### src/rtl/receiver_buffer_pkg.sv
// receiver_buffer_pkg: shared UART receive-side widths and entry layout
package receiver_buffer_pkg;
  localparam int BITWIDTH = 8;
  localparam int EW = BITWIDTH + 2;
  localparam int PERR_BIT = BITWIDTH;
  localparam int FERR_BIT = BITWIDTH + 1;
endpackage

### src/rtl/receiver_buffer.sv
// receiver_buffer: circular FIFO between the receiver core and the CPU read port
module receiver_buffer
  import receiver_buffer_pkg::*;
#(
  parameter int DEPTH = 4,
  parameter int AW = 2
) (
  input  logic                rClk,
  input  logic                rRst,
  input  logic                rWR,
  input  logic [BITWIDTH-1:0] rdataIn,
  input  logic                rPERR,
  input  logic                rFERR,
  input  logic                rRD,
  input  logic                rClrOvf,
  output logic [BITWIDTH-1:0] rdataOut,
  output logic                rPERRout,
  output logic                rFERRout,
  output logic                rVALID,
  output logic                rEMPTY,
  output logic                rFULL,
  output logic                rxrdy,
  output logic                rOVF,
  output logic [AW:0]         rCOUNT
);
  localparam logic [AW:0] FULL_CNT = (AW+1)'(DEPTH);
  logic [EW-1:0] mem_q [DEPTH];
  logic [EW-1:0] out_q;
  logic [AW-1:0] wr_ptr_q, wr_ptr_d, rd_ptr_q, rd_ptr_d;
  logic [AW:0] count_q, count_d;
  logic valid_q, ovf_q, ovf_d;
  logic empty, full, do_rd, do_wr, drop;
  assign empty = count_q == '0;
  assign full = count_q == FULL_CNT;
  assign rEMPTY = empty;
  assign rFULL = full;
  assign rxrdy = !empty;
  assign rCOUNT = count_q;
  assign rdataOut = out_q[BITWIDTH-1:0];
  assign rPERRout = out_q[PERR_BIT];
  assign rFERRout = out_q[FERR_BIT];
  assign rVALID = valid_q;
  assign rOVF = ovf_q;
  // Accept/drop decisions; a read on a full FIFO frees the slot the write needs
  always_comb begin
    do_rd = rRD && !empty;
    do_wr = rWR && (!full || do_rd);
    drop = rWR && full && !do_rd;
    wr_ptr_d = do_wr ? wr_ptr_q + AW'(1) : wr_ptr_q;
    rd_ptr_d = do_rd ? rd_ptr_q + AW'(1) : rd_ptr_q;
    count_d = (do_wr && !do_rd) ? count_q + (AW+1)'(1) :
              (do_rd && !do_wr) ? count_q - (AW+1)'(1) : count_q;
    ovf_d = drop ? 1'b1 : rClrOvf ? 1'b0 : ovf_q;
  end
  // Storage array is never reset; stale contents are unreachable once count is 0
  always_ff @(posedge rClk) begin
    if (do_wr) mem_q[wr_ptr_q] <= {rFERR, rPERR, rdataIn};
  end
  // Pointers, occupancy, registered read port and sticky overflow
  always_ff @(posedge rClk or negedge rRst) begin
    if (!rRst) begin
      wr_ptr_q <= '0;
      rd_ptr_q <= '0;
      count_q <= '0;
      out_q <= '0;
      valid_q <= 1'b0;
      ovf_q <= 1'b0;
    end else begin
      wr_ptr_q <= wr_ptr_d;
      rd_ptr_q <= rd_ptr_d;
      count_q <= count_d;
      valid_q <= do_rd;
      ovf_q <= ovf_d;
      if (do_rd) out_q <= mem_q[rd_ptr_q];
    end
  end
endmodule
### config.mk
export PLATFORM = sky130hd
export DESIGN_NAME = receiver_buffer
export DESIGN_NICKNAME = d
export VERILOG_FILES = /design/src/rtl/receiver_buffer_pkg.sv /design/src/rtl/receiver_buffer.sv
export SDC_FILE = /design/constraint.sdc
export NUM_CORES = 1
export LEC_CHECK = 0
export BUFFER_PORTS_ARGS = -buffer_cell sky130_fd_sc_hd__buf_2
export CORE_MARGIN = 2
export CORE_UTILIZATION = 50
export DETAILED_ROUTE_END_ITERATION = 12
export PLACE_DENSITY = 0.73
export SYNTH_ARGS = -nofsm -noshare
export SYNTH_HDL_FRONTEND = slang
export SYNTH_SLANG_ARGS = --single-unit
### constraint.sdc
create_clock -name rClk -period 1.9 [get_ports rClk]
set_input_delay 0.095 -clock rClk [delete_from_list [all_inputs] [get_ports rClk]]
set_output_delay 0.095 -clock rClk [all_outputs]
set_load 0.005 [all_outputs]
==> qor.yml <==
final_common_cell: "edfxtp_1"
holdWs_ns: 0.2351
vias_per_cell: 5.055
grt_first_pass_wirelength_um: 6341
tightest_slew_ns: 0.5341
grt_usage_pct: 17.59
arrival_ns: 2.09
grt_overflow: 0
endpoint_kind: "register"
ys.warnings.count: 0
root_buffer: "clkbuf_8"
power.switching_mw: 1.228
path_delay_family: "adder cells"
power_mw: 4.408
antenna_found_initial: 0
drive_gt1_share_pct: 45.90
p_int_mw: 3.180
cts_tree: "done"
antenna_cells: 0
vias: 1188
ios: 33
cts.clk_slew.worst_paths_ns: 0.07
fin_crit_ns: 1.875
maxCapViolations: 0
die_x_um: 72.02
gr-usage-met2_pct: 32.20
busiest_layer: "met2"
drc: 0
fillCellCount: 310
seq_power_share_pct: 45.4
start_util_pct: 52.41
wl_per_cell_um: 16.92
path_max_fanout: 6
fp.coreArea_um2: 4414
io_buffers: 32
routed_wl_um: 3976
synth-seq-area-share_pct: 72.47
synth_top_area_cell: "edfxtp_1"
worstPathCellList: "nor4b_4, nor2b_2, ha_4, inv_2, fa_2, mux2_4"
final_cell_mix: "40 x edfxtp_1, 32 x buf_2, 18 x dfrtp_1"
clock_power_share_pct: 24.9
ys_seq_elements: 59
dr.pass1.iters: 3
die_h_um: 72.02
syn_avg_cell_area_um2: 19.94
syn_nets: 137
use_met1_pct: 18.06
slowest_stage: "dfrtp_2"
p_leak_nw: 1.175
peakVddDrop_mv: 0.7091
p_sw_share_pct: 27.87
crit_buf_inv: 1
hold_class: "input port to asynchronous set/reset pin"
cts.sinks: 59
grt_pass1_vias: 1332
max-slew-margin-rel_pct: 64.39
insertion_delay_ns: 0.33
cts_buffers: 9
finalCritPeriodShare_pct: 98.67
critPathMaxStageDelay_ns: 0.44
grt_max_degree: 20
synthTopCellsByArea: "edfxtp_1 52%, dfrtp_1 21%, mux4_2 7.8%, mux2_2 5.8%, ha_1 2.7%"
cp.required_ns: 2.11
fmax_mhz: 533.4
synth.top_cell.area_share_pct: 51.92
rows: 24
clk_path_buf_depth: 2
syn_area_um2: 2313
fin_skew_ns: 0.01138
layout.nets: 199
gp_congestion: 0.7951
dp_hpwl_um: 2485
fin_util_pct: 66.67
outcome: "completed"
ctsHtreeMaxLevel: 3
syn2layout_area_growth_pct: 27.20
synth_cell_type_count: 21
ant_nets: 0
combPwrFrac_pct: 29.6
use_met3_pct: 4.583
design.die.area_um2: 5187
synthCells: 116
cp-start-kind: "register"
hold_viol_final: 0
drtIter0Drc: 53
rsz0062_at_grt: "true"
p_per_area_nw_per_um2: 1498
critPathKind: "register to register"
finalSetupViolCount: 0
drv_slew: 0
-- layout make-up --
cell class / count / area [um2] / share of cell area (%)
clock buffers: 11 / 141.4 / 4.804
flip-flops and latches: 59 / 1678 / 57.02
well taps: 52 / 65.06 / 2.211
multi-input cells: 47 / 618.1 / 21.00
clock inverters: 5 / 52.55 / 1.786
repair buffers: 55 / 365.4 / 12.41
inverters: 6 / 22.52 / 0.7653
-- metal layers --
layer	wire length, um	share of wire (%)
met5	0	0
met4	63	1.6
met3	135	3.4
met2	2193	55
met1	1584	40
-- worst register-to-register path, stage by stage (launching register included) --
cell     delay (ns)
dfrtp_2        0.44
nor4b_4        0.29
nor2b_2        0.10
ha_4           0.18
inv_2          0.05
fa_2           0.42
mux2_4         0.28
-- power groups by stage --
| stage | clock [mW] | combinational, mW | sequential (mW) |
|---|---|---|---|
| after floorplan | 0 | 0.837 | 1.97 |
| after global routing | 1.18 | 1.45 | 2.05 |
| after detailed placement | 0 | 1.27 | 2.02 |
| after CTS | 1.13 | 1.31 | 2.01 |
| final | 1.10 | 1.31 | 2.00 |
| after global placement | 0 | 1.20 | 2.00 |
-- Yosys cell counts --
| library cell | count |
|---|---|
| o31a_1 | 1 |
| o21ai_0 | 1 |
| buf_2 | 3 |
| xnor2_1 | 3 |
| dfrtp_1 | 19 |
| nor2b_1 | 1 |
| nor2_1 | 1 |
| mux4_1 | 2 |
| and2_1 | 4 |
| fa_1 | 1 |
| mux4_2 | 8 |
| edfxtp_1 | 40 |
| mux2_2 | 12 |
| nor4b_2 | 1 |
| ha_1 | 5 |
| inv_1 | 6 |
| xor2_1 | 3 |
| nand2_1 | 2 |
| or3_1 | 1 |
| buf_6 | 1 |
| nor3b_1 | 1 |
-- through the flow --
step	instances	TNS (ns)	instance area (um2)	setup WS [ns]
after floorplan	116	-0.1796	2336	-0.1037
after global placement	205	0	2596	0.01621
after detailed placement	205	-0.05614	2596	-0.03522
after CTS	234	0	2932	0.005390
after global routing	235	-0.08160	2943	-0.05648
final	235	0	2943	0.02532
-- logic make-up (layout without fill, tap and decap cells) --
logic type | Yosys count | after routing | synth area share, %
buf+inv | 10 | 77 | 2.109
xor+xnor | 6 | 6 | 2.272
simple gates | 11 | 11 | 3.083
compound gates | 2 | 2 | 0.5948
flops | 59 | 59 | 72.47
fa+ha+maj | 6 | 6 | 3.570
mux | 22 | 22 | 15.90
-- flip-flops by register name, indices dropped and copies added (netlist names) --
register,cells
mem_q,40
out_q,10
rCOUNT,3
rd_ptr_q,2
wr_ptr_q,2
rOVF,1
rVALID,1
-- repair_timing --
action                                 4_1_cts  5_1_grt
hold buffers                                13        0
buffers inserted                             0        1
cloned                                       0        0
endpoints found under the hold margin       60        0
pin swaps                                    1        4
resized for setup                            2        1
setup endpoints to repair                    2        2
-- worst paths after layout --
kind / start / endpoint / slack (ns) / cells after the start
worst min-delay path: rRst / out_q[0] / 0.24 / 2
worst max register to register: rCOUNT[0] / rCOUNT[1] / 0.03 / 6
min in group rClk: rRD / rCOUNT[0] / 0.33 / 5
max in group asynchronous: rRst / rCOUNT[0] / 1.32 / 2
worst max-delay path: rCOUNT[0] / rCOUNT[1] / 0.03 / 6
worst min register to register: out_q[2] / out_q[2] / 0.50 / 1
Note: power is estimated with default switching activity, not from simulation.
